$ cat src/rtl/cpu_pkg.sv
// rtl/cpu_pkg.sv - shared CPU front-end types and constants
package cpu_pkg;

  localparam int XLEN = 32;

  localparam logic [XLEN-1:0] PC_STEP = XLEN'(4);

  // Fetch-to-decode packet; also the payload type of the downstream skid buffer.
  typedef struct packed {
    logic [XLEN-1:0] pc;
    logic [XLEN-1:0] instr;
  } fetch_pkt_t;

  // Instructions are word aligned, so redirect targets drop their low bits.
  function automatic logic [XLEN-1:0] align_pc(input logic [XLEN-1:0] pc);
    return {pc[XLEN-1:2], 2'b00};
  endfunction

endpackage

$ cat src/rtl/fetch_queue.sv
// rtl/fetch_queue.sv - in-order circular buffer pairing fetch PCs with returned instructions
module fetch_queue
  import cpu_pkg::*;
#(
  parameter int DEPTH = 2,
  localparam int PTR_W = $clog2(DEPTH),
  localparam int CNT_W = $clog2(DEPTH + 1)
) (
  input  logic             clk,
  input  logic             reset,
  input  logic             flush_i,
  input  logic             alloc_i,
  input  logic [XLEN-1:0]  alloc_pc_i,
  input  logic             fill_i,
  input  logic [XLEN-1:0]  fill_instr_i,
  input  logic             pop_i,
  output logic [XLEN-1:0]  head_pc_o,
  output logic [XLEN-1:0]  head_instr_o,
  output logic             head_filled_o,
  output logic [CNT_W-1:0] count_o,
  output logic [CNT_W-1:0] unfilled_o
);

  logic [XLEN-1:0]  pc_mem   [DEPTH];
  logic [XLEN-1:0]  instr_mem[DEPTH];
  logic [DEPTH-1:0] filled_q;
  logic [PTR_W-1:0] alloc_ptr_q;
  logic [PTR_W-1:0] fill_ptr_q;
  logic [PTR_W-1:0] head_ptr_q;
  logic [CNT_W-1:0] count_q;
  logic [CNT_W-1:0] unfilled_q;

  // Pointer, occupancy and filled-flag bookkeeping; a flush empties everything at once.
  always_ff @(posedge clk or posedge reset) begin
    if (reset) begin
      filled_q    <= '0;
      alloc_ptr_q <= '0;
      fill_ptr_q  <= '0;
      head_ptr_q  <= '0;
      count_q     <= '0;
      unfilled_q  <= '0;
    end else if (flush_i) begin
      filled_q    <= '0;
      alloc_ptr_q <= '0;
      fill_ptr_q  <= '0;
      head_ptr_q  <= '0;
      count_q     <= '0;
      unfilled_q  <= '0;
    end else begin
      // The alloc slot is free and the fill slot is allocated, so they never collide.
      if (alloc_i) begin
        filled_q[alloc_ptr_q] <= 1'b0;
        alloc_ptr_q           <= alloc_ptr_q + PTR_W'(1);
      end
      if (fill_i) begin
        filled_q[fill_ptr_q] <= 1'b1;
        fill_ptr_q           <= fill_ptr_q + PTR_W'(1);
      end
      if (pop_i) begin
        head_ptr_q <= head_ptr_q + PTR_W'(1);
      end
      count_q    <= count_q + CNT_W'(alloc_i) - CNT_W'(pop_i);
      unfilled_q <= unfilled_q + CNT_W'(alloc_i) - CNT_W'(fill_i);
    end
  end

  // Payload storage needs no reset: the filled flags and count gate its visibility.
  always_ff @(posedge clk) begin
    if (alloc_i) begin
      pc_mem[alloc_ptr_q] <= alloc_pc_i;
    end
    if (fill_i) begin
      instr_mem[fill_ptr_q] <= fill_instr_i;
    end
  end

  assign head_pc_o     = pc_mem[head_ptr_q];
  assign head_instr_o  = instr_mem[head_ptr_q];
  assign head_filled_o = filled_q[head_ptr_q];
  assign count_o       = count_q;
  assign unfilled_o    = unfilled_q;

endmodule

$ cat src/rtl/fetch_stage.sv
// rtl/fetch_stage.sv - instruction fetch: PC generation, request issue, redirect and stale-response dropping
module fetch_stage
  import cpu_pkg::*;
#(
  parameter logic [XLEN-1:0] RESET_PC     = '0,
  parameter int              MAX_INFLIGHT = 2
) (
  input  logic            clk,
  input  logic            reset,
  input  logic            redirect_valid,
  input  logic [XLEN-1:0] redirect_pc,
  output logic            imem_req_valid,
  input  logic            imem_req_ready,
  output logic [XLEN-1:0] imem_req_addr,
  input  logic            imem_rsp_valid,
  input  logic [XLEN-1:0] imem_rsp_data,
  output logic            fetch_valid,
  input  logic            fetch_ready,
  output fetch_pkt_t      fetch_pkt
);

  localparam int CNT_W = $clog2(MAX_INFLIGHT + 1);

  logic [XLEN-1:0]  pc_q, pc_d;
  logic [CNT_W-1:0] drop_q, drop_d;

  logic [XLEN-1:0]  head_pc;
  logic [XLEN-1:0]  head_instr;
  logic             head_filled;
  logic [CNT_W-1:0] count;
  logic [CNT_W-1:0] unfilled;
  logic [CNT_W:0]   credits_used;

  logic req_fire;
  logic rsp_drop;
  logic rsp_fill;
  logic pop;

  // Credits come from registered counts only, so a same-cycle pop frees nothing until next cycle.
  assign credits_used   = {1'b0, count} + {1'b0, drop_q};
  assign imem_req_valid = !reset && !redirect_valid &&
                          (credits_used < (CNT_W + 1)'(MAX_INFLIGHT));
  assign imem_req_addr  = pc_q;
  assign req_fire       = imem_req_valid && imem_req_ready;

  // Responses owed to squashed requests come first and are swallowed here.
  assign rsp_drop = imem_rsp_valid && (drop_q != '0);
  assign rsp_fill = imem_rsp_valid && (drop_q == '0) && !redirect_valid;

  assign fetch_valid = !reset && (count != '0) && head_filled && !redirect_valid;
  assign pop         = fetch_valid && fetch_ready;
  assign fetch_pkt   = reset ? '0 : fetch_pkt_t'{pc: head_pc, instr: head_instr};

  fetch_queue #(
    .DEPTH (MAX_INFLIGHT)
  ) u_queue (
    .clk           (clk),
    .reset         (reset),
    .flush_i       (redirect_valid),
    .alloc_i       (req_fire),
    .alloc_pc_i    (pc_q),
    .fill_i        (rsp_fill),
    .fill_instr_i  (imem_rsp_data),
    .pop_i         (pop),
    .head_pc_o     (head_pc),
    .head_instr_o  (head_instr),
    .head_filled_o (head_filled),
    .count_o       (count),
    .unfilled_o    (unfilled)
  );

  // Next PC and drop count; a redirect turns every unfilled entry into a future drop.
  always_comb begin
    pc_d   = pc_q;
    drop_d = drop_q;
    if (redirect_valid) begin
      pc_d = align_pc(redirect_pc);
      // A coincident response consumes either an old drop or one of the unfilled entries.
      drop_d = drop_q + unfilled - CNT_W'(imem_rsp_valid);
    end else begin
      if (req_fire) begin
        pc_d = pc_q + PC_STEP;
      end
      if (rsp_drop) begin
        drop_d = drop_q - CNT_W'(1);
      end
    end
  end

  // PC and drop-count registers.
  always_ff @(posedge clk or posedge reset) begin
    if (reset) begin
      pc_q   <= RESET_PC;
      drop_q <= '0;
    end else begin
      pc_q   <= pc_d;
      drop_q <= drop_d;
    end
  end

  a_rsp_expected : assert property (@(posedge clk) disable iff (reset)
    imem_rsp_valid |-> (({1'b0, unfilled} + {1'b0, drop_q}) != '0));

  a_occupancy : assert property (@(posedge clk) disable iff (reset)
    count <= CNT_W'(MAX_INFLIGHT));

  a_pkt_stable : assert property (@(posedge clk) disable iff (reset)
    (fetch_valid && !fetch_ready) |=> $stable(fetch_pkt));

endmodule
$ cat config.mk
export PLATFORM = sky130hd
export DESIGN_NAME = fetch_stage
export DESIGN_NICKNAME = d
export VERILOG_FILES = /design/src/rtl/cpu_pkg.sv /design/src/rtl/fetch_queue.sv /design/src/rtl/fetch_stage.sv
export SDC_FILE = /design/constraint.sdc
export NUM_CORES = 1
export LEC_CHECK = 0
export CELL_PAD_IN_SITES_DETAIL_PLACEMENT = 1
export CELL_PAD_IN_SITES_GLOBAL_PLACEMENT = 1
export CORE_UTILIZATION = 30
export DETAILED_ROUTE_END_ITERATION = 10
export PLACE_DENSITY_LB_ADDON = 0.12
export SYNTH_ARGS = -nofsm -noshare
export SYNTH_HDL_FRONTEND = slang
export SYNTH_HIERARCHICAL = 1
export SYNTH_SLANG_ARGS = --single-unit
$ cat constraint.sdc
create_clock -name clk -period 2.8 [get_ports clk]
set_input_delay 0.42 -clock clk [delete_from_list [all_inputs] [get_ports clk]]
set_output_delay 0.42 -clock clk [all_outputs]
set_load 0.02 [all_outputs]
==> flow_metrics.env, run 1 <==
export IMPL_yosysWarnings=6
export IMPL_drc=0
export IMPL_crit_path_cell_trace="buf_12 > mux2_2 > nor2b_1 > clkdlybuf4s50_1"
export IMPL_grt_overflow_total=0
export IMPL_gp_congestion=0.7509
export IMPL_worst_ir_drop_vdd_mv=0.3981
export IMPL_synth_distinct_cells=46
export IMPL_period_needed_ps=2640
export IMPL_fin_crit_sh_pct=94.30
export IMPL_path_clk_slew_ps=70
export IMPL_grt_usage_pct=15.45
export IMPL_fin_util_pct=41.73
export IMPL_grt_max_degree=76
export IMPL_p_per_area_nw_per_um2=606.9
export IMPL_grt_pass1_wl_mm=30.83
export IMPL_timing_rr_end="imem_req_addr[9]$_DFFE_PP0P_"
export IMPL_cap_violations=0
export IMPL_synth_seq_cells=169
export IMPL_final_common_cell="clkdlybuf4s50_1"
export IMPL_ys_seq_area_share_pct=62.69
export IMPL_end_kind="output pin"
export IMPL_rows=58
export IMPL_crit_fanout=33
export IMPL_fmax_ghz=0.3787
export IMPL_register_area_um2=4873
export IMPL_p_leak_nw=3.721
export IMPL_final_cell_mix="clkdlybuf4s50_1, edfxtp_1, nor2b_1"
export IMPL_crit_required_ps=2380
export IMPL_max_stage_delay_ps=570
export IMPL_ios=168
export IMPL_port_buffers=163
export IMPL_synth_area_per_cell_um2=13.92
export IMPL_multi_input_area_um2=2693
export IMPL_cts_tree="done"
export IMPL_fillers=2615
export IMPL_start_util_pct=30.76
export IMPL_fp_dieArea_um2=26540
export IMPL_core_um2=25250
export IMPL_async_flop_share_pct=24.26
export IMPL_cts_sinks=169
export IMPL_hold_viol=0
export IMPL_wl_per_cell_um=18.31
export IMPL_drv_slew=0
export IMPL_root_buffer="clkbuf_16"
export IMPL_rr_worst_depth=7
export IMPL_vias=5179
export IMPL_synth_edf_count=128
export IMPL_diodes=0
export IMPL_cts_buffers=17
export IMPL_setup_viol=0
export IMPL_synth_flop_cell="edfxtp_1"
export IMPL_synthCells=558
export IMPL_syn2layout_area_growth_pct=35.68
export IMPL_fin_tns_setup_ps=0
export IMPL_r2r_start="u_queue/count_o[0]$_DFF_PP0_"
export IMPL_clockBufferDepth=2
export IMPL_status="finished clean"
export IMPL_rrSetupSlack_ps=210
export IMPL_drt_iter0_markers=270
export IMPL_drive_gt1_share_pct=17.40
export IMPL_hold_ws_ps=288.8
export IMPL_finClkSkew_ps=15.88
export IMPL_wirelength_mm=19.83
export IMPL_critPathKind="reg -> out"
export IMPL_synth_top_area_share_pct=49.48
export IMPL_rsz0062_at_grt="no"
export IMPL_clock_latency_ps=420
export IMPL_synth_area_leaders="edfxtp_1, dfrtp_1, mux2_4"
export IMPL_vias_per_cell=4.782
export IMPL_antenna_found_initial=0
export IMPL_start_kind="flip-flop"
export IMPL_grt_pass1_vias=5425
export IMPL_yosys_area_top_type="edfxtp_1"
export IMPL_cts_hold_buf=0
export IMPL_cts_max_level=4
export IMPL_crit_arrival_ps=2220
export IMPL_place_hpwl_mm=13.73
export IMPL_ant_nets=0
export IMPL_instances_no_fill=1083
export IMPL_slowest_stage="clkdlybuf4s50_1"
export IMPL_min_path_type="in -> async"
export IMPL_dieHeight_um=162.9
export IMPL_synth_cell_area_um2=7767
export IMPL_first_pass_iters=4
export IMPL_die_x_um=162.9
export IMPL_nets=820
export IMPL_dpl_cell_count=1051
metrics by stage:
step	total power, mW	worst slack, ps	area (um2)
floorplan	3.598	36.96	7789
global placement	4.097	226.9	9956
detailed placement	4.141	208.7	9956
CTS	6.501	96.98	10540
global route	6.696	52.43	10540
finish	6.396	159.6	10540
how the worst max path moves through the flow:
stage                                      to  slack, ps                            from
2_1_floorplan  u_queue/pc_mem[0][0]$_DFFE_PP_         40    u_queue/count_o[0]$_DFF_PP0_
3_3_place_gp     imem_req_addr[9]$_DFFE_PP0P_        230    u_queue/count_o[0]$_DFF_PP0_
3_5_place_dp     imem_req_addr[9]$_DFFE_PP0P_        210    u_queue/count_o[0]$_DFF_PP0_
4_1_cts                          fetch_pkt[0]        100  u_queue/head_ptr_q$_DFFE_PP0P_
5_1_grt                         fetch_pkt[14]         50  u_queue/head_ptr_q$_DFFE_PP0P_
6_report                        fetch_pkt[20]        160  u_queue/head_ptr_q$_DFFE_PP0P_
synthesized netlist by cell type, types with 2 or more instances:
| cell type | count |
|---|---|
| or3_1 | 8 |
| nor4_1 | 5 |
| or4_1 | 15 |
| nand2_1 | 24 |
| buf_2 | 3 |
| o311ai_0 | 10 |
| buf_6 | 5 |
| ha_1 | 8 |
| o31ai_1 | 11 |
| nand3_1 | 13 |
| nor4bb_1 | 2 |
| buf_4 | 2 |
| mux2_4 | 40 |
| xnor2_1 | 12 |
| dfrtp_1 | 41 |
| clkbuf_1 | 20 |
| a31oi_1 | 13 |
| nor3_1 | 2 |
| nand2b_1 | 3 |
| and2_1 | 5 |
| mux2_2 | 25 |
| nor2_1 | 21 |
| a21oi_1 | 4 |
| and3_1 | 3 |
| and4_1 | 4 |
| o21ai_0 | 9 |
| o211ai_1 | 6 |
| nor2b_1 | 68 |
| nand4_1 | 14 |
| xor2_1 | 2 |
| inv_1 | 18 |
| edfxtp_1 | 128 |
metal layers:
metal,global-route usage (%),vias to the layer above,share of wire [%]
li1,-,2449,-
met1,20.16,2580,45
met2,26.03,135,50
met3,2.750,15,3.8
met4,4.588,0,1.3
met5,0,-,0
where the power goes:
group          internal, mW  switching, mW  total (mW)
clock network          1.33           1.00        2.33
registers              2.88          0.140        3.02
logic                 0.529          0.524        1.05
worst max-delay path, delay by kind of cell, from the launching register on:
family	cells	cell delay (ps)
simple gates	1	130
flops	1	470
buf+inv	2	820
mux	1	370
registers in the layout (all words and copies together), names as in the netlist, 2 cells and up:
name                flops
drop_q                  2
u_queue/instr_mem      64
u_queue/pc_mem         64
imem_req_addr          30
u_queue/unfilled_o      2
u_queue/count_o         2
u_queue/filled_q        2
timing repair:
action / 4_1_cts / 5_1_grt
setup endpoints to repair: 22 / 0
setup buffers: 1 / 0
endpoints found under the hold margin: 0 / 0
gates resized for setup: 1 / 0
cell type report:
cell class	instances	share of cell area (%)
inverters	18	0.6411
clock inverters	12	1.365
well taps	330	3.918
multi-input cells	345	25.55
clock buffers	19	4.108
repair buffers	190	18.18
flip-flops and latches	169	46.24
cells by family (layout without fill, tap and decap cells):
family                   count (synthesis)  in the layout  synth area share, %
multiplexers                            66             66                11.49
AND/OR/NAND/NOR                        193            193                14.55
buffers and inverters                   49            239                2.996
AO/OA/AOI/OAI                           57             57                5.106
other                                    1              6              0.04828
adder cells (fa/ha/maj)                  9              9                1.546
flip-flops                             169            169                62.69
XOR/XNOR                                14             14                1.579
Note: power is estimated with default switching activity, not from simulation.
==> run 2, diff against run 1 <==
==> constraint.sdc (replaced) <==
create_clock -name clk -period 2.8 [get_ports clk]
set_input_delay 0.84 -clock clk [delete_from_list [all_inputs] [get_ports clk]]
set_output_delay 0.84 -clock clk [all_outputs]
set_load 0.02 [all_outputs]
==> run 2 against run 1 <==
Worst hold slack improved by 240 ps. Combinational power barely moved. Register-to-register slack got worse by 90 ps. Setup slack got worse by 100 ps. Critical endpoint is now imem_req_valid.
==> flow_metrics.env, run 2 (synthesis results as in run 1) <==
export IMPL_status="finished clean"
export IMPL_worstMarginPinSlew_ps=577.2
export IMPL_ant_nets=0
export IMPL_dp_slack_ps=-618.4
export IMPL_relSlewSlack_pct=61.44
export IMPL_final_common_cell="edfxtp_1"
export IMPL_drc=0
export IMPL_syn2layout_area_growth_pct=38.48
export IMPL_grt_max_degree=38
export IMPL_start_util_pct=30.76
export IMPL_port_buffers=163
export IMPL_cap_violations=0
export IMPL_start_kind="input port"
export IMPL_finalWorstSetupSlack_ps=57.65
export IMPL_cts_tree="done"
export IMPL_root_buffer="clkbuf_16"
export IMPL_cts_hold_buf=0
export IMPL_nets=850
export IMPL_hold_viol=0
export IMPL_grt_usage_pct=16.26
export IMPL_instances_no_fill=1114
export IMPL_final_cell_mix="edfxtp_1, clkdlybuf4s50_1, nor2b_1"
export IMPL_cts_sinks=169
export IMPL_cts_max_level=4
export IMPL_rsz0062_at_grt="no"
export IMPL_grt_pass1_vias=5807
export IMPL_crit_required_ps=1960
export IMPL_worst_ir_drop_vdd_mv=0.3751
export IMPL_drive_gt1_share_pct=26.53
export IMPL_clock_latency_ps=420
export IMPL_core_um2=25250
export IMPL_die_x_um=162.9
export IMPL_setup_viol=0
export IMPL_period_needed_ps=2742
export IMPL_crit_fanout=3
export IMPL_drv_slew=0
export IMPL_wl_per_cell_um=18.78
export IMPL_ios=168
export IMPL_fp_dieArea_um2=26540
export IMPL_min_path_type="reg -> reg"
export IMPL_critPathKind="in -> out"
export IMPL_finClkSkew_ps=10.62
export IMPL_hold_ws_ps=527.7
export IMPL_wirelength_mm=20.92
export IMPL_end_kind="output pin"
export IMPL_fmax_ghz=0.3647
export IMPL_p_leak_nw=4.008
export IMPL_antenna_found_initial=0
export IMPL_cts_buffers=17
export IMPL_crit_arrival_ps=1900
export IMPL_vias_per_cell=4.763
export IMPL_drt_iter0_markers=220
export IMPL_place_hpwl_mm=14.59
export IMPL_dpl_cell_count=1072
export IMPL_diodes=0
export IMPL_fin_crit_sh_pct=97.94
export IMPL_clockBufferDepth=2
export IMPL_gp_congestion=0.7740
export IMPL_path_clk_slew_ps=60
export IMPL_vias=5306
export IMPL_dieHeight_um=162.9
export IMPL_p_per_area_nw_per_um2=605.6
export IMPL_grt_overflow_total=0
export IMPL_first_pass_iters=4
export IMPL_grt_pass1_wl_mm=32.60
export IMPL_fillers=2639
export IMPL_rows=58
==> run 2: cell types whose count changed in the layout (fill, tap and decap cells not counted), sizes merged, moves of 2 or more <==
| cell | before | now |
|---|---|---|
| buf | 28 | 94 |
| clkbuf | 19 | 23 |
| clkdlybuf4s15 | 0 | 9 |
| clkdlybuf4s50 | 161 | 96 |
| clkinv | 5 | 3 |
| clkinvlp | 2 | 5 |
| dlygate4sd2 | 1 | 15 |
==> run 2: timing repair <==
| item | 4_1_cts | 5_1_grt |
|---|---|---|
| hold endpoints to repair | 0 | 0 |
| pin swaps | 0 | 1 |
| setup endpoints to repair | 65 | 120 |
| gates resized for setup | 183 | 31 |
| cloned | 1 | 1 |
| buffers inserted | 8 | 0 |
==> run 2: power by group <==
group	leakage (nW)	internal, mW	switching, mW
registers	1.66	2.88	0.150
logic	2.08	0.538	0.545
clock network	0.275	1.41	0.994
total	4.01	4.82	1.69
==> run 2: path summary, 6_finish.rpt <==
path	startpoint	end	slack, ps	cells past startpoint
max	redirect_valid	imem_req_valid	60	4
min	u_queue/filled_q[1]$_DFF_PP0_	u_queue/filled_q[1]$_DFF_PP0_	530	2
max reg2reg	u_queue/count_o[0]$_DFF_PP0_	imem_req_addr[9]$_DFFE_PP0P_	120	8
min reg2reg	u_queue/filled_q[1]$_DFF_PP0_	u_queue/filled_q[1]$_DFF_PP0_	530	2
max in group asynchronous	reset	imem_req_addr[30]$_DFFE_PP0P_	1500	5
min in group asynchronous	reset	imem_req_addr[14]$_DFFE_PP0P_	670	4
==> run 2: area by class of cell <==
class	count	area [um2]	area share (%)
multi-input cells	346	2725	25.33
repair buffers	219	2078	19.32
inverters	18	67.56	0.6281
well taps	330	412.9	3.839
clock buffers	18	429.2	3.990
flip-flops and latches	169	4873	45.31
clock inverters	14	170.2	1.582
==> run 2: through the flow <==
| stage | setup TNS [ps] | area (um2) | utilization [%] | power, mW |
|---|---|---|---|---|
| finish | 0 | 10760 | 42.59 | 6.514 |
| global route | 0 | 10760 | 42.59 | 6.790 |
| CTS | -555.7 | 10760 | 42.59 | 6.605 |
| detailed placement | -49830 | 10220 | 40.48 | 4.199 |
| global placement | -41330 | 10220 | 40.48 | 4.148 |
| floorplan | 0 | 7795 | - | 3.599 |
==> run 2: worst max-delay path, stage by stage <==
cell and delay [ps]:
clkdlybuf4s50_1 440, or2_4 300, nor3_4 150, buf_4 170
==> run 2: layer usage <==
| layer | GRT usage, % | up-vias | share of wire, % |
|---|---|---|---|
| met5 | 0 | - | 0 |
| met4 | 4.503 | 0 | 1.1 |
| met3 | 3.030 | 15 | 3.8 |
| met2 | 28.01 | 128 | 50 |
| met1 | 20.75 | 2649 | 45 |
| li1 | - | 2514 | - |
==> run 3, diff against run 2 <==
clock period = 3.5 ns   (was 2.8 ns; I/O delays follow)
==> run 3 against run 2 <==
Critical endpoint unchanged. Sequential cell count is the same. Combinational power shrank 26%. Via count shrank 4.1%. Setup slack gained 2.6 ps. Sequential power shrank 20%. Register-to-register slack gained 670 ps. Critical path depth is the same. Non-clock buffer count shrank 41. Clock skew is essentially flat.
==> flow_metrics.env, run 3 (synthesis results as in run 1) <==
export IMPL_crit_required_ps=2450
export IMPL_grt_max_degree=44
export IMPL_diodes=0
export IMPL_worst_ir_drop_vdd_mv=0.3066
export IMPL_period_needed_ps=3440
export IMPL_hold_depth=2
export IMPL_cts_setup_buffers=0
export IMPL_cts_tree="done"
export IMPL_drc=0
export IMPL_grt_pass1_vias=5477
export IMPL_status="finished clean"
export IMPL_r2r_start="u_queue/count_o[0]$_DFF_PP0_"
export IMPL_p_leak_nw=3.680
export IMPL_cap_violations=0
export IMPL_setup_viol=0
export IMPL_vias=5091
export IMPL_critPathKind="in -> out"
export IMPL_cts_sinks=169
export IMPL_drt_iter0_markers=151
export IMPL_crit_arrival_ps=2390
export IMPL_antenna_found_initial=0
export IMPL_finClkSkew_ps=10.55
export IMPL_hold_ws_ps=522.8
export IMPL_slowest_stage="clkdlybuf4s50_1"
export IMPL_cp_num_cells=4
export IMPL_critical_path_buf_inv_count=2
export IMPL_rsz0062_at_grt="no"
export IMPL_rows=58
export IMPL_fp_dieArea_um2=26540
export IMPL_place_hpwl_mm=13.74
export IMPL_crit_path_cell_trace="clkdlybuf4s50_1 > or2_2 > nor3_1 > dlygate4sd2_1"
export IMPL_total_power_mw=5.197
export IMPL_root_buffer="clkbuf_16"
export IMPL_die_x_um=162.9
export IMPL_grt_usage_pct=15.61
export IMPL_syn2layout_area_growth_pct=34.52
export IMPL_relSlewSlack_pct=29.11
export IMPL_gp_congestion=0.7889
export IMPL_rr_worst_depth=6
export IMPL_drive_gt1_share_pct=16.31
export IMPL_crit_start="redirect_valid"
export IMPL_cts_max_level=4
export IMPL_path_clk_slew_ps=70
export IMPL_clockBufferDepth=2
export IMPL_cts_buffers=17
export IMPL_core_um2=25250
export IMPL_hold_viol=0
export IMPL_drv_slew=0
export IMPL_max_stage_delay_ps=410
export IMPL_p_per_area_nw_per_um2=497.4
export IMPL_vias_per_cell=4.749
export IMPL_final_common_cell="clkdlybuf4s50_1"
export IMPL_setup_worst_path_end="imem_req_valid"
export IMPL_grt_pass1_wl_mm=31.21
export IMPL_ant_nets=0
export IMPL_dieHeight_um=162.9
export IMPL_crit_fanout=3
export IMPL_start_util_pct=30.76
export IMPL_port_buffers=163
export IMPL_cp_top_family="buffers and inverters"
export IMPL_grt_overflow_total=0
export IMPL_fmax_ghz=0.2907
export IMPL_rrSetupSlack_ps=790
export IMPL_first_pass_iters=4
export IMPL_wirelength_mm=20.00
export IMPL_final_cell_mix="clkdlybuf4s50_1, edfxtp_1, nor2b_1"
export IMPL_worstMarginPinSlew_ps=1061
export IMPL_end_kind="output pin"
export IMPL_start_kind="input port"
export IMPL_fin_crit_sh_pct=98.28
export IMPL_min_path_type="reg -> reg"
export IMPL_nets=808
export IMPL_clock_latency_ps=420
export IMPL_ios=168
export IMPL_wl_per_cell_um=18.66
export IMPL_timing_rr_end="imem_req_addr[31]$_DFFE_PP0P_"
-- run 3: changes by cell type in the layout (fill, tap and decap cells not counted), moves of 4 or more --
| cell | change |
|---|---|
| buf_2 | -32 |
| clkinvlp_4 | -4 |
| buf_4 | -26 |
| buf_6 | -7 |
| clkdlybuf4s50_1 | +64 |
| dlygate4sd2_1 | -13 |
| clkdlybuf4s15_1 | -8 |
| buf_12 | -12 |
| clkbuf_2 | -5 |
-- run 3: metal layers --
metal	up-vias	track usage (%)	share of wire [%]
li1	2420	-	-
met1	2528	20.42	46
met2	135	26.31	49
met3	8	3.030	4.0
met4	0	4.078	0.64
met5	-	0	0
-- run 3: what timing repair did --
| item | in CTS | in global routing |
|---|---|---|
| gates resized for setup | 2 | 0 |
| setup endpoints to repair | 2 | 0 |
| hold buffers | 0 | 0 |
-- run 3: power breakdown --
part | total, mW | internal (mW) | switching (mW)
clock network | 1.97 | 1.14 | 0.825
logic | 0.801 | 0.400 | 0.402
registers | 2.43 | 2.30 | 0.126
-- run 3: worst min-delay path by stage --
stage / startpoint / end / slack [ps]
floorplan: u_queue/filled_q[1]$_DFF_PP0_ / u_queue/filled_q[1]$_DFF_PP0_ / 480
global placement: u_queue/filled_q[0]$_DFF_PP0_ / u_queue/filled_q[0]$_DFF_PP0_ / 490
detailed placement: u_queue/filled_q[0]$_DFF_PP0_ / u_queue/filled_q[0]$_DFF_PP0_ / 510
CTS: u_queue/filled_q[0]$_DFF_PP0_ / u_queue/filled_q[0]$_DFF_PP0_ / 530
global route: u_queue/filled_q[0]$_DFF_PP0_ / u_queue/filled_q[0]$_DFF_PP0_ / 560
finish: u_queue/filled_q[0]$_DFF_PP0_ / u_queue/filled_q[0]$_DFF_PP0_ / 520
-- run 3: tightest hold or removal path, cell delays in order (launching register included) --
cell and delay, ps:
dfrtp_1 340, a21oi_1 70, nor2_1 80
-- run 3: through the flow --
stage / cells / setup WS [ps] / TNS, ps / area, um2 / utilization [%]
final: 1072 / 60.29 / 0 / 10450 / 41.37
after CTS: 1072 / 47.61 / 0 / 10450 / 41.37
after floorplan: 563 / 298.5 / 0 / 7789 / -
after global placement: 1040 / -325.6 / -554.9 / 9836 / 38.95
after global routing: 1072 / 22.66 / 0 / 10450 / 41.37
after detailed placement: 1040 / -245.0 / -462.8 / 9836 / 38.95
-- run 3: cell type report --
class | instances | area [um2]
clock buffers | 17 | 425.4
repair buffers | 178 | 1787
clock inverters | 15 | 190.2
flip-flops and latches | 169 | 4873
inverters | 18 | 67.56
fillers | 2645 | 14810
well taps | 330 | 412.9
multi-input cells | 345 | 2693
